File: src/rtl/btb_updater_pkg.sv
// Shared types for the BTB update queue: FSM states and the queued branch entry.
package btb_updater_pkg;

  localparam int unsigned XLEN = 32;

  typedef enum logic {
    IDLE,
    WRITE
  } state_t;

  typedef struct packed {
    logic [XLEN-1:0] pc;
    logic [XLEN-1:0] target;
  } btb_entry_t;

  function automatic int unsigned count_width(input int unsigned depth);
    return $clog2(depth) + 1;
  endfunction

endpackage

File: src/rtl/btb_updater_if.sv
// Resolved-branch update port and BTB write port of the BTB updater.
interface btb_updater_if #(
  parameter int unsigned DEPTH = 4
);
  import btb_updater_pkg::*;

  localparam int unsigned CW = count_width(DEPTH);

  logic            update_valid;
  logic            update_taken;
  logic [XLEN-1:0] update_pc;
  logic [XLEN-1:0] update_target;
  logic            update_ready;
  logic            flush;
  logic            btb_write;
  logic [XLEN-1:0] btb_address;
  logic [XLEN-1:0] btb_wdata;
  logic            btb_wresp;
  logic [CW-1:0]   pending_count;

  modport master (
    output update_valid, update_taken, update_pc, update_target, flush, btb_wresp,
    input  update_ready, btb_write, btb_address, btb_wdata, pending_count
  );

  modport slave (
    input  update_valid, update_taken, update_pc, update_target, flush, btb_wresp,
    output update_ready, btb_write, btb_address, btb_wdata, pending_count
  );

endinterface

File: src/rtl/btb_update_fifo.sv
// Circular update queue with newest-entry target overwrite and flush that can keep the head.
module btb_update_fifo
  import btb_updater_pkg::*;
#(
  parameter int unsigned DEPTH = 4
) (
  input  logic            clk,
  input  logic            rst,
  input  logic            enq,
  input  btb_entry_t      enq_entry,
  input  logic            overwrite,
  input  logic [XLEN-1:0] overwrite_target,
  input  logic            deq,
  input  logic            flush,
  input  logic            keep_head,
  output btb_entry_t      head_entry,
  output logic [XLEN-1:0] tail_pc,
  output logic [count_width(DEPTH)-1:0] count
);

  localparam int unsigned AW = $clog2(DEPTH);
  localparam int unsigned CW = count_width(DEPTH);

  btb_entry_t      mem [DEPTH];
  logic [AW-1:0]   head_q, tail_q, newest, tail_f, tail_d, head_d;
  logic [CW-1:0]   count_q, count_f, count_d;

  // Flush is applied first so a same-cycle enqueue lands behind whatever survives it.
  always_comb begin
    newest  = tail_q - AW'(1);
    tail_f  = tail_q;
    count_f = count_q;
    if (flush) begin
      tail_f  = keep_head ? head_q + AW'(1) : head_q;
      count_f = keep_head ? CW'(1) : '0;
    end
    tail_d  = enq ? tail_f + AW'(1) : tail_f;
    head_d  = deq ? head_q + AW'(1) : head_q;
    count_d = count_f + CW'(enq) - CW'(deq);
  end

  always_ff @(posedge clk or posedge rst) begin
    if (rst) begin
      head_q  <= '0;
      tail_q  <= '0;
      count_q <= '0;
    end else begin
      head_q  <= head_d;
      tail_q  <= tail_d;
      count_q <= count_d;
    end
  end

  always_ff @(posedge clk) begin
    if (enq) begin
      mem[tail_f] <= enq_entry;
    end
    if (overwrite) begin
      mem[newest].target <= overwrite_target;
    end
  end

  assign head_entry = mem[head_q];
  assign tail_pc    = mem[newest].pc;
  assign count      = count_q;

endmodule

File: src/rtl/btb_updater.sv
// Queues taken-branch updates (coalescing repeats of the newest PC) and drains them to the BTB.
module btb_updater
  import btb_updater_pkg::*;
#(
  parameter int unsigned DEPTH = 4
) (
  input logic           clk,
  input logic           rst,
  btb_updater_if.slave  bus
);

  localparam int unsigned CW = count_width(DEPTH);

  state_t          state_q, state_d;
  logic [CW-1:0]   count;
  btb_entry_t      head_entry, enq_entry;
  logic [XLEN-1:0] tail_pc;
  logic [XLEN-1:0] addr_q, wdata_q, load_target;
  logic            ready, accept, newest_in_flight, coalesce, enq, deq, load;

  assign ready            = (count < CW'(DEPTH));
  assign accept           = bus.update_valid & bus.update_taken & ready;
  assign newest_in_flight = (state_q == WRITE) && (count == CW'(1));
  // After a flush the newest entry is either gone or in flight, so flush never coalesces.
  assign coalesce         = accept & ~bus.flush & (count != '0) &
                            (tail_pc == bus.update_pc) & ~newest_in_flight;
  assign enq              = accept & ~coalesce;
  assign deq              = (state_q == WRITE) & bus.btb_wresp;
  assign enq_entry        = '{pc: bus.update_pc, target: bus.update_target};

  btb_update_fifo #(
    .DEPTH(DEPTH)
  ) u_fifo (
    .clk              (clk),
    .rst              (rst),
    .enq              (enq),
    .enq_entry        (enq_entry),
    .overwrite        (coalesce),
    .overwrite_target (bus.update_target),
    .deq              (deq),
    .flush            (bus.flush),
    .keep_head        (state_q == WRITE),
    .head_entry       (head_entry),
    .tail_pc          (tail_pc),
    .count            (count)
  );

  always_comb begin
    state_d = state_q;
    load    = 1'b0;
    case (state_q)
      IDLE: begin
        if (count != '0 && !bus.flush) begin
          state_d = WRITE;
          load    = 1'b1;
        end
      end
      WRITE: begin
        if (bus.btb_wresp) begin
          state_d = IDLE;
        end
      end
      default: state_d = IDLE;
    endcase
  end

  // A coalesce into a lone head on the launch cycle must reach the write, not just the queue.
  assign load_target = (coalesce && count == CW'(1)) ? bus.update_target : head_entry.target;

  always_ff @(posedge clk or posedge rst) begin
    if (rst) begin
      state_q <= IDLE;
      addr_q  <= '0;
      wdata_q <= '0;
    end else begin
      state_q <= state_d;
      if (load) begin
        addr_q  <= head_entry.pc;
        wdata_q <= load_target;
      end
    end
  end

  assign bus.update_ready  = ready;
  assign bus.btb_write     = (state_q == WRITE);
  assign bus.btb_address   = addr_q;
  assign bus.btb_wdata     = wdata_q;
  assign bus.pending_count = count;

endmodule

File: src/flat_wrapper.sv
// flat-port wrapper written by rule: the top's interface ports become plain ports
module btb_updater_flat import btb_updater_pkg::*;
#(
  parameter int unsigned DEPTH = 4
)
  (clk, rst, bus_update_valid, bus_update_taken, bus_update_pc, bus_update_target, bus_flush, bus_btb_wresp, bus_update_ready, bus_btb_write, bus_btb_address, bus_btb_wdata, bus_pending_count);
  btb_updater_if #(.DEPTH(DEPTH)) bus_i ();
  input logic clk;
  input logic rst;
  input wire logic [$bits(bus_i.update_valid)-1:0] bus_update_valid;
  input wire logic [$bits(bus_i.update_taken)-1:0] bus_update_taken;
  input wire logic [$bits(bus_i.update_pc)-1:0] bus_update_pc;
  input wire logic [$bits(bus_i.update_target)-1:0] bus_update_target;
  input wire logic [$bits(bus_i.flush)-1:0] bus_flush;
  input wire logic [$bits(bus_i.btb_wresp)-1:0] bus_btb_wresp;
  output wire logic [$bits(bus_i.update_ready)-1:0] bus_update_ready;
  output wire logic [$bits(bus_i.btb_write)-1:0] bus_btb_write;
  output wire logic [$bits(bus_i.btb_address)-1:0] bus_btb_address;
  output wire logic [$bits(bus_i.btb_wdata)-1:0] bus_btb_wdata;
  output wire logic [$bits(bus_i.pending_count)-1:0] bus_pending_count;
  assign bus_i.update_valid = bus_update_valid;
  assign bus_i.update_taken = bus_update_taken;
  assign bus_i.update_pc = bus_update_pc;
  assign bus_i.update_target = bus_update_target;
  assign bus_i.flush = bus_flush;
  assign bus_i.btb_wresp = bus_btb_wresp;
  assign bus_update_ready = bus_i.update_ready;
  assign bus_btb_write = bus_i.btb_write;
  assign bus_btb_address = bus_i.btb_address;
  assign bus_btb_wdata = bus_i.btb_wdata;
  assign bus_pending_count = bus_i.pending_count;
  btb_updater #(.DEPTH(DEPTH)) u_core (.clk(clk), .rst(rst), .bus(bus_i));
endmodule
File: config.mk
export PLATFORM = sky130hd
export DESIGN_NAME = btb_updater_flat
export DESIGN_NICKNAME = d
export VERILOG_FILES = /design/src/rtl/btb_updater_pkg.sv /design/src/rtl/btb_updater_if.sv /design/src/rtl/btb_update_fifo.sv /design/src/rtl/btb_updater.sv /design/src/flat_wrapper.sv
export SDC_FILE = /design/constraint.sdc
export NUM_CORES = 1
export LEC_CHECK = 0
export ABC_CLOCK_PERIOD_IN_PS = 7300
export BUFFER_PORTS_ARGS = -buffer_cell sky130_fd_sc_hd__buf_4
export CAP_MARGIN = 20
export CORE_UTILIZATION = 29
export CTS_CLUSTER_SIZE = 24
export DETAILED_ROUTE_END_ITERATION = 8
export SLEW_MARGIN = 20
export SYNTH_ARGS = -nofsm -noshare
export SYNTH_HDL_FRONTEND = slang
export SYNTH_SLANG_ARGS = --single-unit
File: constraint.sdc
create_clock -name clk -period 7.3 [get_ports clk]
set_input_delay 0.365 -clock clk [delete_from_list [all_inputs] [get_ports clk]]
set_output_delay 0.365 -clock clk [all_outputs]
set_load 0.01 [all_outputs]
==> Word level (Yosys, flattened, before mapping) <==
Memory sizes are Yosys's and may differ from the RTL's.
Cells that the tools add are included.
{ "word_totals": {"out_inout_bits": 69, "ram_bits": 256, "mem_count": 1, "in_bits": 70, "reg_bits": 72, "elab_cells": 50} }
{ "op_classes": {"addsub": 5, "magnitude_cmp": 1, "reduce_logical": 6, "bitwise": 12, "n_mux": 17, "eq_ne": 2} }
{ "memory_table": {"columns": ["name", "depth", "width", "rd", "rd_clocked_by_memory_dff", "write_ports", "line", "source"], "rows": [
  ["u_core.u_fifo.mem", 4, 64, 2, 0, 1, "btb_update_fifo.sv:24", "btb_entry_t mem [DEPTH];"]
]} }
{ "op_table": {"columns": ["op", "n"], "rows": [
  ["two-way mux 64 bit", 1],
  ["OR reduction 64 bit", 1],
  ["equality test 32 bit", 1],
  ["two-way mux 32 bit", 1],
  ["two-way mux 2 bit", 5],
  ["bitwise AND 1 bit", 8],
  ["two-way mux 1 bit", 8],
  ["adder 2 x 1 -> 2 bit, second input constant", 2],
  ["inverter 1 bit", 4],
  ["adder 3 x 1 -> 3 bit", 1],
  ["equality test 3 x 1 -> 1 bit, second input constant", 1],
  ["logical AND 1 bit", 3],
  ["less-than comparator 3 bit, second input constant", 1],
  ["two-way mux 3 bit", 1],
  ["nonzero test 3 bit", 1],
  ["subtractor 3 x 1 -> 3 bit", 1],
  ["case mux 1 bit (2 select lines)", 1],
  ["subtractor 2 x 1 -> 2 bit, second input constant", 1],
  ["zero test 1 bit", 1]
]} }

==> Logic depth before layout (Yosys ltp) <==
{ "logic_depth": {"depth_word": 11, "ltp_mapped": 16, "mapped_depth_nobuf": 11} }

==> Hierarchy <==
Synthesis repeated with hierarchy kept, for this count alone.
{ "hier_totals": {"cells_unflattened": 1279, "hier_area_um2": 16883.7} }
{ "modules_own_cells": {"columns": ["mod", "seq_area_each_um2", "area_per_inst_um2", "instances", "cells_each"], "rows": [
  ["btb_update_fifo", 7862.5, 12797.3, 1, 879],
  ["btb_updater", 1626.6, 4086.4, 1, 400]
]} }

==> Worst setup path before layout <==
OpenSTA, ideal clock, no wires.
{ "synth_path": {"kind": "register to register", "from": "register u_core.u_fifo.tail_q[0]", "to": "memory u_core.u_fifo.mem[0][32] in the netlist's numbering (enable)", "t_required_ns": 6.839, "stages_incl_launch_ff": 12, "slack_ns": 2.394, "period_less_slack_ns": 4.906, "n_path_buf": 5, "arrival_ns": 4.445, "setup_ns": 0.461, "cell_sequence": "dfrtp_1 > buf_2 > buf_2 > buf_2 > buf_1 > mux4_2 > xnor2_1 > nand4_1 > or3b_4 > buf_6 > o21ai_2 > nor3_1"} }
{ "synth_via": {"elab_chain_cells": 10, "elab_cells_between_ends": 15, "classes_between": "add/sub: 1; eq/ne: 1; mux: 7; bitwise: 4; reduce/logical: 1; memory: 1"} }
{ "synth_rtl": {"columns": ["element", "line", "source"], "rows": [
  ["from (decl)", "btb_update_fifo.sv:25", "logic [AW-1:0] head_q, tail_q, newest, tail_f, tail_d, head_d;"],
  ["from (signal assigned)", "btb_update_fifo.sv:49", "tail_q <= tail_d;"],
  ["branches (longest 10 deep; another with memory (4 x 64 bit))", null, null],
  ["to (decl)", "btb_update_fifo.sv:24", null]
]} }
Several ways; the timed one is not identified.

==> Final worst setup path <==
{ "layout_path": {"from": "register u_core.u_fifo.tail_q[1]", "to": "memory u_core.u_fifo.mem[0][17] in the netlist's numbering (enable)"} }
The elaborated chain is that of the path after synthesis.

==> metrics.cfg <==
[sta]
min_period_ns=5.24
fmax_ghz=0.191
hold_viol=0
setup_viol=0
drv_slew=0
rsz0062_at_grt=no
max_slew_margin=0.292
max_slew.worst_pin.slew_ns=1.06
fin_tns_setup_ns=0
period_share=0.718
finClkSkew_ns=0.0181

[placement]
hpwl_um=20900
port_buffers=138
finalWeightedCongestion=0.726
dp_cells=1529

[die]
row_count=80
initial_utilization=0.294
ios=139
die_w_um=222
dieArea_um2=49300
die_h_um=222
core-area_um2=47700

[setup_path]
max_stage_delay_ns=0.96
r2r_slack_ns=2.06
cpMostUsedCell=buf_4
r2r_start=u_core.u_fifo.tail_q[1]
crit_required_ns=7.51
crit_fanout=48
setup.worst_path.start=u_core.u_fifo.tail_q[1]
crit_type=flip-flop to flip-flop
r2r-end=u_core.u_fifo.mem[0][17]
slowest_stage=dfrtp_2
startpoint_type=flip-flop
end_kind=flip-flop
worst_r2r_path_depth=9
cp_cell_sequence=mux4_1 -> xor2_1 -> nor4_1 -> o2111ai_1 -> or4_2 -> buf_4 -> or4b_1 -> a21oi_4 -> buf_4
cp.arrival_ns=5.45

[yosys]
yosys_warnings=0
synth_area_um2=14000
synth_area_leaders=edfxtp_1 55%, mux4_2 13%, dfrtp_1 13%, mux2_2 2.7%, xnor2_1 2.0%
syn_area_per_cell_um2=17.2
synth-seq-area-share=0.676
async_reset_ff_frac=0.220
synth_fp_nets=889
yosysUniqueCellTypes=47
ys.flop_type=edfxtp_1
synth_enable_flop_cells=256
netlist_instances=816
synth_top_area_frac=0.548
synth.largest_area_cell=edfxtp_1
yosys_register_bits=328

[drt]
finalWirelength_um=33500
vias=8006
avgRoutedWirePerCell_um=20.5
ant_nets=0
dr.pass1.iters=5
drc=0
via_per_inst=4.91
drtIter0Drc=641

[layout]
final_nets=1065
areaGrowthSynthToFinish_pct=22.9
drive_above_1_share=0.329
finalNonFillerCells=1632

[global_routing]
grt.met2_usage=0.216
grt_busiest_layer=met2
grtUsageTotal=0.137
overflow=0
gr-usage-met1=0.201
grt_use_met3=0.0244
grt_pass1_vias=8175
antenna_found_initial=1
grt_max_degree=66
grt_pass1_wl_um=51800

[pwr]
totalPowerFinal_mw=6.47
power.density_nw_per_um2=375
ir_worst_vdd_mv=0.196
p_leak_nw=5.84

[outcome]
status=finished, final reports clean

[hold_path]
worstHoldEndpoint=u_core.u_fifo.mem[0][5]
worstHoldPathType=input port to flip-flop
hold_path_depth=1
hp-start=bus_update_target[5]

[clock_tree]
clock_sinks=328
clk_pin_slew_worst_paths_ns=0.07
cts_root_buffer=clkbuf_16
numCtsBuffers=31
htreeDepth=1
cts_tree=done
ctsResizeCount=0
cts_buffer_depth=3
clk_latency_ns=0.58

[flow_run]
drv_cap=0

-- per-layer routing --
| metal | wire [µm] | vias up |
|---|---|---|
| met1 | 15100 | 4091 |
| met4 | 489 | 2 |
| li1 | - | 3596 |
| met2 | 15700 | 277 |
| met5 | 7 | - |
| met3 | 2210 | 40 |
-- cell type report --
class	count	area, µm²
fill	4481	30500
sequential	328	9500
multi-input combinational	422	4320
timing repair buffer	202	1630
clock buffer	45	848
tap	615	769
clock inverter	12	160
inverter	7	27.5
antenna	1	2.50
-- stage by stage --
stage	utilization	setup slack, ns	hold slack, ns	instance area (µm²)
after floorplan	-	2.39	0.464	14000
after global routing	0.361	1.79	0.00332	17300
after detailed placement	0.331	2.04	0.499	15800
after global placement	0.331	2.08	0.492	15800
final	0.361	2.06	0.0274	17300
after CTS	0.361	1.99	0.000407	17300
-- cell families after synthesis --
kind of cell             synth area share
adder cells (fa/ha/maj)           0.00321
multiplexers                        0.181
buffers and inverters              0.0225
flip-flops                          0.676
AO/OA/AOI/OAI                      0.0372
AND/OR/NAND/NOR                    0.0545
XOR/XNOR                           0.0256
-- layout by cell type (no fill, tap or decap), drive strengths merged, types with 5 or more instances in the layout --
cell type,Yosys,routed
xnor2,32,32
edfxtp,256,256
nor3,5,5
clkinv,0,8
dfrtp,72,72
dlygate4sd3,0,45
mux4,86,86
nand2,8,8
xor2,9,9
a21oi,7,7
mux2i,21,21
buf,20,157
a31oi,32,32
inv,7,6
o21ai,37,37
mux2,34,34
nor2,45,45
nand3,33,33
clkbuf,39,45
or3,33,33
-- worst max path at each step --
| stage | to | slack, ns |
|---|---|---|
| final | u_core.u_fifo.mem[0][17] | 2.06 |
| after global routing | u_core.u_fifo.mem[1][0] | 1.79 |
| after CTS | u_core.u_fifo.mem[0][3] | 1.99 |
| after detailed placement | u_core.u_fifo.mem[0][18] | 2.04 |
| after global placement | u_core.u_fifo.mem[0][18] | 2.08 |
| after floorplan | u_core.u_fifo.mem[0][32] | 2.39 |
-- state kept, by name, indices dropped and copies added (netlist names) --
register	flops
u_core.bus.btb_address	32
u_core.u_fifo.tail_q	2
u_core.u_fifo.head_q	2
u_core.u_fifo.count	3
u_core.bus.btb_write	1
u_core.u_fifo.mem	256
u_core.bus.btb_wdata	32
-- repair_timing --
action,in CTS,in global routing
endpoints found under the hold margin,204,0
hold buffers,45,0
buffers inserted,0,0
-- power breakdown --
part,internal (mW),switching [mW]
Clock,0.943,0.684
Combinational,1.12,1.08
Sequential,2.37,0.272
-- critical path, delay by kind of cell, from the launching register on --
family                    cells  cell delay [ns]
muxes                         1             0.66
and+or+nand+nor               3             1.86
DFF                           1             0.96
buffers and inverters         2             0.83
xor gates and xnor gates      1             0.15
AOI/OAI and AO/OA             2             0.33
-- cells in the mapped netlist, types with 2 or more instances --
cell type,n
edfxtp_1,256
mux4_2,83
dfrtp_1,72
nor2_1,45
clkbuf_1,39
mux2_2,34
nand3_1,33
or3_1,33
a31oi_1,32
xnor2_1,32
o21ai_0,26
mux2i_1,21
o21ai_1,10
xor2_1,9
buf_1,8
nand2_1,8
a21oi_1,7
inv_1,7
buf_2,5
nor3_1,5
nand4_1,4
nor4_1,4
buf_6,3
mux4_1,3
nand2b_1,3
o22ai_1,3
or4_1,3
a22oi_1,2
and2_1,2
buf_12,2
buf_4,2
ha_1,2
nor2b_1,2
o21bai_1,2
or4b_1,2
Note: power is estimated with default switching activity, not from simulation.
